--- src/rtl/debug_trace_uart.sv ---
// debug_trace_uart
//   Captures the core's per-instruction debug bus into a small record FIFO and
//   streams every record out over an 8N1 UART so a host can trace execution.
//   Each 104-bit record {pc, inst, wb, flags} becomes a 14-byte frame:
//   SYNC_BYTE, then pc, inst and wb most significant byte first, then flags.
//
// Ports
//   clk             system clock, all state on the rising edge
//   reset           asynchronous, active-low reset
//   i_capture_en    sample the debug bus on this edge
//   i_pcOut         core PC (32)
//   i_inst          core instruction (32)
//   i_writeBack     core writeback data (32)
//   i_RegWEn        register write enable
//   i_memRW         data memory write enable
//   i_BrEq          branch-equal flag
//   i_BrLT          branch-less-than flag
//   o_tx            UART serial out, idle high, registered
//   o_busy          high whenever the transmitter is not IDLE
//   o_fifo_count    records held in the FIFO
//   o_overflow_cnt  dropped records, saturating at 255
//   o_dbgState      current transmitter state (IDLE/START/DATA/STOP)
//
// Handshake: capture has no backpressure. A record offered with i_capture_en
// is either accepted that same edge or dropped and counted in o_overflow_cnt.
module debug_trace_uart #(
  parameter int          DEPTH        = 8,
  parameter int          CLKS_PER_BIT = 434,
  parameter logic [7:0]  SYNC_BYTE    = 8'hA5
) (
  input  logic                     clk,
  input  logic                     reset,
  input  logic                     i_capture_en,
  input  logic [31:0]              i_pcOut,
  input  logic [31:0]              i_inst,
  input  logic [31:0]              i_writeBack,
  input  logic                     i_RegWEn,
  input  logic                     i_memRW,
  input  logic                     i_BrEq,
  input  logic                     i_BrLT,
  output logic                     o_tx,
  output logic                     o_busy,
  output logic [$clog2(DEPTH):0]   o_fifo_count,
  output logic [7:0]               o_overflow_cnt,
  output logic [1:0]               o_dbgState
);

  localparam int AW = $clog2(DEPTH);
  localparam int CW = AW + 1;
  localparam int BW = $clog2(CLKS_PER_BIT);
  localparam int RW = 104;
  localparam logic [CW-1:0] FULL      = CW'(DEPTH);
  localparam logic [BW-1:0] BAUD_LAST = BW'(CLKS_PER_BIT - 1);

  typedef enum logic [1:0] {IDLE, START, DATA, STOP} stateT;

  stateT          state, stateNext;
  logic [BW-1:0]  baudCnt, baudNext;
  logic [2:0]     bitCnt, bitNext;
  logic [3:0]     byteIdx, byteNext;
  logic           txReg, txNext;
  logic           pop, push, drop;

  logic [RW-1:0]  mem [DEPTH];
  logic [AW-1:0]  wrPtr, rdPtr;
  logic [CW-1:0]  count;
  logic [RW-1:0]  hold;
  logic [7:0]     ovfCnt;
  logic [RW-1:0]  record;
  logic [7:0]     curByte;

  assign record = {i_pcOut, i_inst, i_writeBack, 4'b0000, i_RegWEn, i_memRW, i_BrEq, i_BrLT};

  // Byte 0 of the frame is the sync byte; bytes 1..13 walk the held record
  // from its most significant byte down.
  always_comb begin
    curByte = SYNC_BYTE;
    for (int k = 1; k < 14; k++) begin
      if (byteIdx == 4'(k)) curByte = hold[RW-8*k +: 8];
    end
  end

  always_comb begin
    stateNext = state;
    baudNext  = baudCnt + BW'(1);
    bitNext   = bitCnt;
    byteNext  = byteIdx;
    pop       = 1'b0;
    case (state)
      IDLE: begin
        baudNext = '0;
        if (count != '0) begin
          pop       = 1'b1;
          byteNext  = '0;
          stateNext = START;
        end
      end
      START: begin
        if (baudCnt == BAUD_LAST) begin
          baudNext  = '0;
          bitNext   = '0;
          stateNext = DATA;
        end
      end
      DATA: begin
        if (baudCnt == BAUD_LAST) begin
          baudNext = '0;
          if (bitCnt == 3'd7) stateNext = STOP;
          else                bitNext   = bitCnt + 3'd1;
        end
      end
      STOP: begin
        if (baudCnt == BAUD_LAST) begin
          baudNext = '0;
          if (byteIdx != 4'd13) begin
            byteNext  = byteIdx + 4'd1;
            stateNext = START;
          end else begin
            stateNext = IDLE;
          end
        end
      end
      default: stateNext = IDLE;
    endcase

    // The line value is registered together with the state, so it is computed
    // for the state being entered. The held record is already valid by the
    // time DATA is entered, so byteIdx selects the right byte.
    case (stateNext)
      START:   txNext = 1'b0;
      DATA:    txNext = curByte[bitNext];
      default: txNext = 1'b1;
    endcase

    // A full FIFO still accepts when the head leaves on the same edge.
    push = i_capture_en && ((count != FULL) || pop);
    drop = i_capture_en && !push;
  end

  always_ff @(posedge clk or negedge reset) begin
    if (!reset) begin
      state   <= IDLE;
      baudCnt <= '0;
      bitCnt  <= '0;
      byteIdx <= '0;
      txReg   <= 1'b1;
      hold    <= '0;
      wrPtr   <= '0;
      rdPtr   <= '0;
      count   <= '0;
      ovfCnt  <= '0;
      for (int i = 0; i < DEPTH; i++) mem[i] <= '0;
    end else begin
      state   <= stateNext;
      baudCnt <= baudNext;
      bitCnt  <= bitNext;
      byteIdx <= byteNext;
      txReg   <= txNext;
      if (push) begin
        mem[wrPtr] <= record;
        wrPtr      <= wrPtr + AW'(1);
      end
      if (pop) begin
        hold  <= mem[rdPtr];
        rdPtr <= rdPtr + AW'(1);
      end
      case ({push, pop})
        2'b10:   count <= count + CW'(1);
        2'b01:   count <= count - CW'(1);
        default: count <= count;
      endcase
      if (drop && (ovfCnt != 8'hFF)) ovfCnt <= ovfCnt + 8'd1;
    end
  end

  assign o_tx           = txReg;
  assign o_busy         = (state != IDLE);
  assign o_fifo_count   = count;
  assign o_overflow_cnt = ovfCnt;
  assign o_dbgState     = state;

endmodule
--- config.mk ---
export PLATFORM = sky130hd
export DESIGN_NAME = debug_trace_uart
export DESIGN_NICKNAME = d
export VERILOG_FILES = /design/src/rtl/debug_trace_uart.sv
export SDC_FILE = /design/constraint.sdc
export NUM_CORES = 1
export LEC_CHECK = 0
export CAP_MARGIN = 10
export CORE_ASPECT_RATIO = 0.75
export CORE_MARGIN = 10
export CORE_UTILIZATION = 65
export DETAILED_ROUTE_END_ITERATION = 10
export GPL_ROUTABILITY_DRIVEN = 1
export GPL_TIMING_DRIVEN = 0
export PLACE_DENSITY = 0.94
export SLEW_MARGIN = 10
export SYNTH_ARGS = -nofsm -noshare
export SYNTH_HDL_FRONTEND = slang
export SYNTH_SLANG_ARGS = --single-unit
--- constraint.sdc ---
create_clock -name clk -period 5.8 [get_ports clk]
set_input_delay 1.16 -clock clk [delete_from_list [all_inputs] [get_ports clk]]
set_output_delay 1.16 -clock clk [all_outputs]
set_load 0.005 [all_outputs]
==> results of run 1 <==
## layer usage
layer | global-route usage (%) | vias to the layer above | share of wire (%) | wire length, um
li1 | - | 10700 | - | -
met1 | 39.4 | 14000 | 39 | 43500
met2 | 47.8 | 1430 | 48 | 53800
met3 | 7.11 | 338 | 9.0 | 10100
met4 | 12.3 | 6 | 4.1 | 4600
met5 | 0 | - | 0.029 | 33
## state kept, by name, indices dropped and copies added, names as in the netlist
signal and cells:
mem 800, hold 100, baudCnt 9, o_overflow_cnt 8, byteIdx 4, o_fifo_count 4, bitCnt 3, rdPtr 3
wrPtr 3, o_dbgState 2, o_tx 1
## cell families after synthesis
| logic type | count (synthesis) | share of synthesized area [%] |
|---|---|---|
| muxes | 1106 | 34.8 |
| AOI/OAI and AO/OA | 211 | 3.16 |
| and+or+nand+nor | 260 | 2.84 |
| xor gates and xnor gates | 21 | 0.439 |
| adders and majority gates | 19 | 0.585 |
| DFF | 937 | 55.9 |
| buffers and inverters | 218 | 2.31 |
## worst max path at each step
stage / slack, ps / to / depth (start not counted)
after global placement: -34170 / mem[101] / 1
after global routing: 2020 / mem[723] / 10
after floorplan: 3090 / o_fifo_count[3] / 10
after CTS: 1950 / o_fifo_count[3] / 11
final: 2080 / mem[722] / 10
after detailed placement: 1800 / mem[723] / 7
## tightest hold or removal path: stages, from the launching register on
cell	delay (ps)
sky130_fd_sc_hd__dfrtp_1	350
sky130_fd_sc_hd__nand2_1	50
sky130_fd_sc_hd__o21ai_0	60
## final cells by class
class,instances,share of cell area [%]
antenna,7,0.0369
buffer,191,1.83
clock buffer,124,5.46
clock inverter,34,0.802
inverter,27,0.214
multi-input combinational,1617,37.0
sequential,937,49.4
tap,861,2.27
timing repair buffer,127,2.98
## report_power, final
group	internal (mW)	switching, mW
sequential	9.41	1.65
clock	3.43	2.56
combinational	4.02	2.61
total	16.9	6.81
## layout by cell type (no fill, tap or decap), types with 5 or more instances in the layout
cell                                n
sky130_fd_sc_hd__a21oi_1           19
sky130_fd_sc_hd__clkdlybuf4s50_1  117
sky130_fd_sc_hd__nand3_1           13
sky130_fd_sc_hd__buf_16             8
sky130_fd_sc_hd__mux4_2           200
sky130_fd_sc_hd__a221oi_1           8
sky130_fd_sc_hd__ha_1              18
sky130_fd_sc_hd__nor3b_1            7
sky130_fd_sc_hd__o22ai_1           10
sky130_fd_sc_hd__dfrtp_1          936
sky130_fd_sc_hd__mux2i_1          104
sky130_fd_sc_hd__o21ai_1           37
sky130_fd_sc_hd__o21ai_0           82
sky130_fd_sc_hd__xor2_1             7
sky130_fd_sc_hd__bufinv_16          7
sky130_fd_sc_hd__diode_2            7
sky130_fd_sc_hd__inv_1             26
sky130_fd_sc_hd__clkinvlp_4         5
sky130_fd_sc_hd__buf_1              8
sky130_fd_sc_hd__mux2_2           783
sky130_fd_sc_hd__clkbuf_8          21
sky130_fd_sc_hd__xnor2_1           14
sky130_fd_sc_hd__o211ai_1           7
sky130_fd_sc_hd__mux2_1            18
sky130_fd_sc_hd__buf_2            122
sky130_fd_sc_hd__a211oi_1           7
sky130_fd_sc_hd__clkbuf_16         90
sky130_fd_sc_hd__nor2b_1           16
sky130_fd_sc_hd__nor2_1            26
sky130_fd_sc_hd__clkinv_2          18
sky130_fd_sc_hd__nand2b_1           5
sky130_fd_sc_hd__clkbuf_1          75
sky130_fd_sc_hd__nand4_1            5
sky130_fd_sc_hd__nor3_1            11
sky130_fd_sc_hd__nand2_1          154
## through the flow
stage | hold WS (ps) | total power [mW] | setup WS (ps) | area (um2)
2_1_floorplan | 441 | 15.3 | 3090 | 41900
3_3_place_gp | 461 | 16.7 | -34170 | 44200
3_5_place_dp | 477 | 17.4 | 1800 | 44400
4_1_cts | 489 | 23.6 | 1950 | 47400
5_1_grt | 506 | 24.5 | 2020 | 47400
6_report | 491 | 23.7 | 2080 | 47400
==> impl_metrics.json, run 1 <==
{
  "synth_warnings": 0,
  "total_leakage_power_nw": 20.0,
  "hold_path.startpoint": "hold[92]",
  "timing.critical_path.from": "o_dbgState[1]",
  "worst_clock_skew_ps": 30.9,
  "period_minus_slack_ps": 3720,
  "timing_worst_setup_path_type": "flop to flop",
  "critical_path_buf_inv_count": 5,
  "cts.path.max_buffers": 3,
  "syn2layout_area_growth_pct": 13.1,
  "synthesis.instances": 2772,
  "finalNonFillerCells": 3925,
  "post-place-cells": 3759,
  "synthMostInstantiatedCell": "sky130_fd_sc_hd__dfrtp_1",
  "grt.total_usage_pct": 29.9,
  "final-hold-violation-count": 0,
  "avgRoutedWirePerCell_um": 28.5,
  "postCtsResizedCells": 0,
  "detailed_place_hpwl_mm": 71.5,
  "worst_path_clk_slew_ps": 70,
  "routed_wirelength_mm": 112,
  "chipWidth_um": 313,
  "cts.hold.buffers_added": 0,
  "syn-mean-instance-area_um2": 15.1,
  "post-route-util_pct": 74.4,
  "avgViaCountPerCell": 6.75,
  "ir_drop_uv": 336,
  "cts_root_buffer_type": "sky130_fd_sc_hd__clkbuf_16",
  "synthesized_area_um2": 41900,
  "synthesis.nets": 2894,
  "maxSlewViolCount": 0,
  "layout.filler_cells": 3509,
  "yosys.cell_types.count": 70,
  "critical_path.slowest_cell": "sky130_fd_sc_hd__clkbuf_1",
  "cts_tree": "done",
  "r2r_slack_ps": 2080,
  "seq_area_frac_synth_pct": 55.9,
  "timing.critical_path.arrival_ps": 4250,
  "core_um2": 63800,
  "endpoint_of_the_worst_register_to_register_path": "mem[722]",
  "detail_route.iter0.violations": 2858,
  "vias": 26500,
  "critical_path_peak_fanout": 10,
  "number_of_setup_violations_in_the_final_report": 0,
  "port-buffer-count": 118,
  "slew-limit-headroom_pct": 13.0,
  "setup.worst_path.end_class": "flop",
  "antenna_found_initial": 11,
  "hold-path-endpoint": "hold[92]",
  "cts_inserted_buffers": 87,
  "critical_path_source_type": "flop",
  "achievable-frequency_ghz": 0.269,
  "postSynth.asyncResetShare_pct": 100,
  "min_path_type": "flop to flop",
  "critical_path.cell_chain": "inv_1 > ha_1 > inv_1 > nand3_1 > and2_1 > buf_2 > nand3_1 > clkbuf_1 > buf_2 > mux2_2",
  "drtAntennaViolNets": 0,
  "worstReg2RegStart": "o_dbgState[1]",
  "netlist_top_cells_count": "sky130_fd_sc_hd__dfrtp_1, sky130_fd_sc_hd__mux2_2, sky130_fd_sc_hd__mux4_2",
  "numClockSinks": 937,
  "first_pass_grt_wire_length_mm": 173,
  "cts.repair_timing.setup_buffer_count": 0,
  "power.density_nw_per_um2": 499,
  "drive_above_1_share_pct": 41.6,
  "maxCapViolCount": 0,
  "clock_insertion_delay_worst_skew_ps": 660,
  "sequential_cell_area_um2": 23400,
  "gp_routability_congestion": 0.950,
  "ys.flop_type": "sky130_fd_sc_hd__dfrtp_1",
  "run_status": "finished, final reports clean",
  "dr.pass1.iters": 6,
  "ys_seq_elements": 937,
  "combined_area_of_the_multi_input_logic_cells_um2": 17500,
  "timing.final.crit_share_pct": 64.2,
  "ioPinCount": 119,
  "final_nets": 3110,
  "synth-edff-count": 0,
  "rsz0062_at_grt": "no",
  "rows": 80,
  "worst_reg2reg_path_length_in_cells": 10,
  "dieHeight_um": 240,
  "ys_top_cells_by_area": "sky130_fd_sc_hd__dfrtp_1, sky130_fd_sc_hd__mux2_2, sky130_fd_sc_hd__mux4_2",
  "worstHoldPathCells": 2,
  "area_share_of_the_leading_cell_type_in_the_synthesized_netlist_pct": 55.8,
  "cp_slowest_stage_delay_ps": 960,
  "grt_max_degree": 124,
  "totalNegativeSetupSlack_ps": 0,
  "tightestPinTransition_ps": 1300,
  "starting_utilization_of_the_core_area_pct": 65.8,
  "die_area_um2": 75200,
  "grt_overflow_total": 0,
  "first_global_vias": 28400,
  "synth_top_area_cell": "sky130_fd_sc_hd__dfrtp_1",
  "htree_levels": 3,
  "critPathRequiredTime_ps": 6330,
  "drt_drc_violations_left": 0,
  "critical_path.top_delay_family": "buffers and inverters"
}
(Power assumes the default switching activity.)
==> run 2, diff against run 1 <==
--- a/config.mk
+++ b/config.mk
@@ -8,11 +8,11 @@
 export CAP_MARGIN = 10
 export CORE_ASPECT_RATIO = 0.75
 export CORE_MARGIN = 10
-export CORE_UTILIZATION = 65
+export CORE_UTILIZATION = 56
 export DETAILED_ROUTE_END_ITERATION = 10
 export GPL_ROUTABILITY_DRIVEN = 1
 export GPL_TIMING_DRIVEN = 0
-export PLACE_DENSITY = 0.94
+export PLACE_DENSITY = 0.87
 export SLEW_MARGIN = 10
 export SYNTH_ARGS = -nofsm -noshare
 export SYNTH_HDL_FRONTEND = slang
==> constraint.sdc (replaced) <==
create_clock -name clk -period 3.2 [get_ports clk]
set_input_delay 0.64 -clock clk [delete_from_list [all_inputs] [get_ports clk]]
set_output_delay 0.64 -clock clk [all_outputs]
set_load 0.005 [all_outputs]
==> run 2 against run 1 <==
Net effect:
- worst setup slack worse by 2000 ps
- utilization down 9.8 points
- via count down 3.6%
==> impl_metrics.json, run 2 (synthesis results as in run 1) <==
{
  "dr.pass1.iters": 5,
  "chipWidth_um": 336,
  "largest-register": "mem",
  "setup.worst_path.end_class": "flop",
  "core_um2": 73800,
  "drt_drc_violations_left": 0,
  "detail_route.iter0.violations": 2281,
  "slew-limit-headroom_pct": 30.2,
  "timing.critical_path.arrival_ps": 3670,
  "power.density_nw_per_um2": 883,
  "grt.total_usage_pct": 24.2,
  "largest_register_ffs": 800,
  "tightestPinTransition_ps": 1050,
  "worst_clock_skew_ps": 25.6,
  "critical_path_source_type": "flop",
  "first_global_vias": 27300,
  "critical_path_peak_fanout": 10,
  "starting_utilization_of_the_core_area_pct": 56.8,
  "layout.filler_cells": 4970,
  "cts.path.max_buffers": 3,
  "rsz0062_at_grt": "no",
  "ir_drop_uv": 530,
  "syn2layout_area_growth_pct": 13.6,
  "final-hold-violation-count": 0,
  "drive_above_1_share_pct": 42.0,
  "layout_commonest_cell": "sky130_fd_sc_hd__dfrtp_1",
  "die_area_um2": 86400,
  "finalNonFillerCells": 4034,
  "number_of_setup_violations_in_the_final_report": 0,
  "routed_wirelength_mm": 105,
  "worstReg2RegStart": "rdPtr[0]",
  "maxSlewViolCount": 0,
  "grt_overflow_total": 0,
  "dp_worst_setup_slack_ps": -547,
  "critical_path.cell_chain": "clkbuf_1 > clkdlybuf4s15_1 > buf_2 > mux4_2 > mux2i_1 > o21ai_0",
  "report.power.total_mw": 42.1,
  "clock_insertion_delay_worst_skew_ps": 660,
  "first_pass_grt_wire_length_mm": 162,
  "largest_registers": "mem: 800 flops, hold: 100 flops, baudCnt: 9 flops",
  "critical_path.slowest_cell": "sky130_fd_sc_hd__clkdlybuf4s15_1",
  "timing_worst_setup_path_type": "flop to flop",
  "total_leakage_power_nw": 20.1,
  "period_minus_slack_ps": 3170,
  "timing.final.crit_share_pct": 98.9,
  "maxCapViolCount": 0,
  "vias": 25600,
  "htree_levels": 3,
  "post-place-cells": 3865,
  "numClockSinks": 937,
  "timing.hold.ws_ps": 27.2,
  "critical_path_buf_inv_count": 3,
  "antenna_found_initial": 15,
  "timing.critical_path.from": "rdPtr[0]",
  "grt_max_degree": 127,
  "gp_routability_congestion": 0.892,
  "worst_path_clk_slew_ps": 60,
  "port-buffer-count": 118,
  "top_library_cells_by_usage_in_the_layout_fill_and_taps_aside": "sky130_fd_sc_hd__dfrtp_1, sky130_fd_sc_hd__mux2_2, sky130_fd_sc_hd__mux4_2",
  "final_nets": 3115,
  "detailed_place_hpwl_mm": 71.0,
  "min_path_type": "input pin to asynchronous set/reset pin",
  "ioPinCount": 119,
  "post-route-util_pct": 64.6,
  "cts_inserted_buffers": 88,
  "critPathRequiredTime_ps": 3700,
  "rows": 86,
  "drtAntennaViolNets": 0,
  "critical_path.top_delay_family": "buffers and inverters",
  "cp_slowest_stage_delay_ps": 720,
  "cts_root_buffer_type": "sky130_fd_sc_hd__clkbuf_16",
  "run_status": "finished, final reports clean",
  "avgViaCountPerCell": 6.33,
  "dieHeight_um": 257,
  "avgRoutedWirePerCell_um": 26.0,
  "fin_ws_ps": 34.0,
  "cts.hold.buffers_added": 0,
  "achievable-frequency_ghz": 0.316,
  "cts_tree": "done"
}
[run 2: changes by cell type in the layout (fill, tap and decap cells not counted), moves of 2 or more]
cell | previous run | this run
sky130_fd_sc_hd__inv_2 | 1 | 3
sky130_fd_sc_hd__buf_2 | 122 | 97
sky130_fd_sc_hd__inv_16 | 0 | 2
sky130_fd_sc_hd__clkbuf_2 | 0 | 3
sky130_fd_sc_hd__nor4b_1 | 2 | 0
sky130_fd_sc_hd__buf_4 | 0 | 23
sky130_fd_sc_hd__clkinv_2 | 18 | 16
sky130_fd_sc_hd__bufinv_16 | 7 | 4
sky130_fd_sc_hd__inv_1 | 26 | 24
sky130_fd_sc_hd__diode_2 | 7 | 9
sky130_fd_sc_hd__clkinvlp_4 | 5 | 3
sky130_fd_sc_hd__buf_6 | 0 | 9
sky130_fd_sc_hd__clkbuf_8 | 21 | 16
sky130_fd_sc_hd__buf_12 | 0 | 2
[run 2: routing by layer]
| metal | part of all wire [%] | track usage [%] | up-vias |
|---|---|---|---|
| met1 | 42 | 32.9 | 13700 |
| met3 | 7.5 | 5.52 | 216 |
| met5 | 0.098 | 0 | - |
| li1 | - | - | 10700 |
| met4 | 2.8 | 8.14 | 14 |
| met2 | 48 | 38.2 | 906 |
[run 2: area by class of cell]
class                   instances  area [um2]  area share (%)
flip-flops and latches        937       23500            49.2
multi-input cells            1617       17600            36.9
diodes                          9        22.5          0.0473
clock buffers                 125        2540            5.34
inverters                      27         101           0.213
clock inverters                29         305           0.641
well taps                     968        1210            2.54
repair buffers                136        1490            3.12
plain buffers                 186         950            1.99
[run 2: metrics by stage]
| stage | setup TNS [ps] | instance area (um2) |
|---|---|---|
| final | 0 | 47700 |
| after floorplan | 0 | 41900 |
| after detailed placement | -263710 | 44500 |
| after global routing | 0 | 47700 |
| after global placement | - | 44300 |
| after CTS | -199 | 47500 |
[run 2: repair_timing]
action	CTS	global route
hold endpoints to repair	0	0
gates resized for setup	27	33
pin swaps	0	2
endpoints found under the setup margin	803	453
cloned	0	1
buffers inserted	8	2
[run 2: worst paths after layout]
| check | slack (ps) | cells after the start | endpoint |
|---|---|---|---|
| setup / recovery | 30 | 6 | hold[56] |
| hold / removal | 30 | 1 | o_overflow_cnt[2] |
| setup reg to reg | 30 | 6 | hold[56] |
| hold reg to reg | 480 | 2 | hold[90] |
| max in group asynchronous | 470 | 5 | mem[820] |
| min in group clk | 480 | 2 | hold[90] |
[run 2: report_power, final]
group	switching, mW	total, mW	internal [mW]
Combinational	4.47	11.9	7.38
Clock	4.58	10.5	5.88
Sequential	2.73	19.8	17.0
Total	11.8	42.1	30.3
==> run 3, diff against run 2 <==
--- a/config.mk
+++ b/config.mk
@@ -12,6 +12,7 @@
 export DETAILED_ROUTE_END_ITERATION = 10
 export GPL_ROUTABILITY_DRIVEN = 1
 export GPL_TIMING_DRIVEN = 0
+export HOLD_SLACK_MARGIN = 0.12
 export PLACE_DENSITY = 0.87
 export SLEW_MARGIN = 10
 export SYNTH_ARGS = -nofsm -noshare
==> run 3 against run 2 <==
Net effect:
- first-iteration DRC count increased by 0.22%
- highest routed layer unchanged
- critical endpoint unchanged
- die area stayed put
- global-route usage is the same
- wire length increased by 0.40%
- cell count about the same
- sequential share of layout area shrank 0.057 points
- critical path depth unchanged
- clock power barely moved
- hold slack better by 460 ps
- non-clock buffer count is 4 higher
==> impl_metrics.json, run 3 (synthesis results as in run 1) <==
{
  "combined_area_of_the_multi_input_logic_cells_um2": 17600,
  "grt_max_degree": 127,
  "port-buffer-count": 118,
  "drtAntennaViolNets": 0,
  "timing_worst_setup_path_type": "flop to flop",
  "power.density_nw_per_um2": 882,
  "largest_register_ffs": 800,
  "worst_path_clk_slew_ps": 60,
  "detailed_place_hpwl_mm": 71.0,
  "min_path_type": "flop to flop",
  "top_library_cells_by_usage_in_the_layout_fill_and_taps_aside": "sky130_fd_sc_hd__dfrtp_1, sky130_fd_sc_hd__mux2_2, sky130_fd_sc_hd__mux4_2",
  "layout.filler_cells": 4966,
  "sequential_cell_area_um2": 23500,
  "dp_worst_setup_slack_ps": -547,
  "tightestPinTransition_ps": 1040,
  "placed_area_um2": 44500,
  "starting_utilization_of_the_core_area_pct": 56.8,
  "cp_slowest_stage_delay_ps": 720,
  "detail_route.iter0.violations": 2286,
  "post-route-util_pct": 64.6,
  "syn2layout_area_growth_pct": 13.8,
  "htree_levels": 3,
  "ioPinCount": 119,
  "first_global_vias": 27300,
  "cts_inserted_buffers": 88,
  "cts_tree": "done",
  "total_leakage_power_nw": 20.1,
  "core_um2": 73800,
  "clock_insertion_delay_worst_skew_ps": 660,
  "worst_reg2reg_path_length_in_cells": 6,
  "routed_wirelength_mm": 105,
  "critical_path_peak_fanout": 10,
  "cts.path.max_buffers": 3,
  "worstHoldPathCells": 1,
  "slew-limit-headroom_pct": 30.4,
  "run_status": "finished, final reports clean",
  "die_area_um2": 86400,
  "chipWidth_um": 336,
  "period_minus_slack_ps": 3160,
  "fin_ws_ps": 35.8,
  "final-hold-violation-count": 0,
  "layout_commonest_cell": "sky130_fd_sc_hd__dfrtp_1",
  "final_nets": 3119,
  "cp_num_cells": 6,
  "number_of_setup_violations_in_the_final_report": 0,
  "timing.critical_path.arrival_ps": 3670,
  "timing.final.crit_share_pct": 98.9,
  "maxCapViolCount": 0,
  "critical_path_source_type": "flop",
  "critical_path_buf_inv_count": 3,
  "fin_area_um2": 47700,
  "critPathRequiredTime_ps": 3700,
  "drt_drc_violations_left": 0,
  "dieHeight_um": 257,
  "worst_clock_skew_ps": 26.1,
  "largest_registers": "mem: 800 flops, hold: 100 flops, baudCnt: 9 flops",
  "achievable-frequency_ghz": 0.316,
  "drive_above_1_share_pct": 42.0,
  "avgViaCountPerCell": 6.33,
  "rsz0062_at_grt": "no",
  "avgRoutedWirePerCell_um": 26.1,
  "vias": 25500,
  "grt.total_usage_pct": 24.2,
  "numClockSinks": 937,
  "report.power.total_mw": 42.1,
  "setup.worst_path.end_class": "flop",
  "critical_path.top_delay_family": "buffers and inverters",
  "cts_root_buffer_type": "sky130_fd_sc_hd__clkbuf_16",
  "dr.pass1.iters": 8,
  "maxSlewViolCount": 0,
  "largest-register": "mem",
  "grt_overflow_total": 0,
  "gp_routability_congestion": 0.892,
  "first_pass_grt_wire_length_mm": 162,
  "rows": 86,
  "critical_path.slowest_cell": "sky130_fd_sc_hd__clkdlybuf4s15_1",
  "ir_drop_uv": 530,
  "antenna_found_initial": 15,
  "critical_path.cell_chain": "clkbuf_1 > clkdlybuf4s15_1 > buf_2 > mux4_2 > mux2i_1 > o21ai_0"
}
run 3: cell types whose count changed in the layout (fill, tap and decap cells not counted):
cell,previous run,this run
sky130_fd_sc_hd__buf_16,7,8
sky130_fd_sc_hd__diode_2,9,8
sky130_fd_sc_hd__dlygate4sd3_1,0,3
run 3: repair_timing:
action / CTS / global route
setup buffers: 8 / 2
gates resized for setup: 27 / 33
pin swaps: 0 / 2
cloned: 0 / 1
endpoints found under the setup margin: 803 / 453
hold endpoints to repair: 107 / 7
run 3: worst reg2reg max path, delay by kind of cell, from the launching register on:
family	cells	cell delay [ps]
buffers and inverters	3	1380
flip-flops	1	360
multiplexers	2	1070
AO/OA/AOI/OAI	1	200
run 3: final timing paths:
kind | startpoint | to | slack [ps]
worst max register to register | rdPtr[0] | hold[56] | 40
min in group asynchronous | reset | o_tx | 600
worst max-delay path | rdPtr[0] | hold[56] | 40
max in group asynchronous | reset | mem[401] | 370
worst min-delay path | mem[560] | mem[560] | 480
worst min register to register | mem[560] | mem[560] | 480
run 3: cell type report:
| class | instances | share of cell area (%) |
|---|---|---|
| Clock buffer | 125 | 5.33 |
| Clock inverter | 29 | 0.640 |
| Antenna cell | 8 | 0.0420 |
| Multi-Input combinational cell | 1617 | 36.9 |
| Timing Repair Buffer | 140 | 3.24 |
| Tap cell | 968 | 2.54 |
| Sequential cell | 937 | 49.1 |
| Buffer | 186 | 1.99 |
| Inverter | 27 | 0.212 |
run 3: power breakdown:
group	switching (mW)	total [mW]	internal, mW	leakage, nW
clock network	4.59	10.5	5.88	1.41
registers	2.73	19.8	17.0	11.5
logic	4.47	11.9	7.39	7.18
total	11.8	42.1	30.3	20.1
run 3: per-stage QoR:
stage / TNS (ps) / hold WS, ps / instances
after detailed placement: -263710 / 475 / 3865
after global placement: - / 462 / 3858
after global routing: 0 / 507 / 4035
after floorplan: 0 / 344 / 2772
after CTS: -199 / 64.3 / 4022
final: 0 / 484 / 4037
run 3: metal layers:
layer	routed length [um]	GRT usage, %	vias up
met5	103	0	-
met4	3130	8.14	14
met3	8010	5.52	228
met2	50400	38.2	951
met1	43800	32.9	13600
li1	-	-	10700
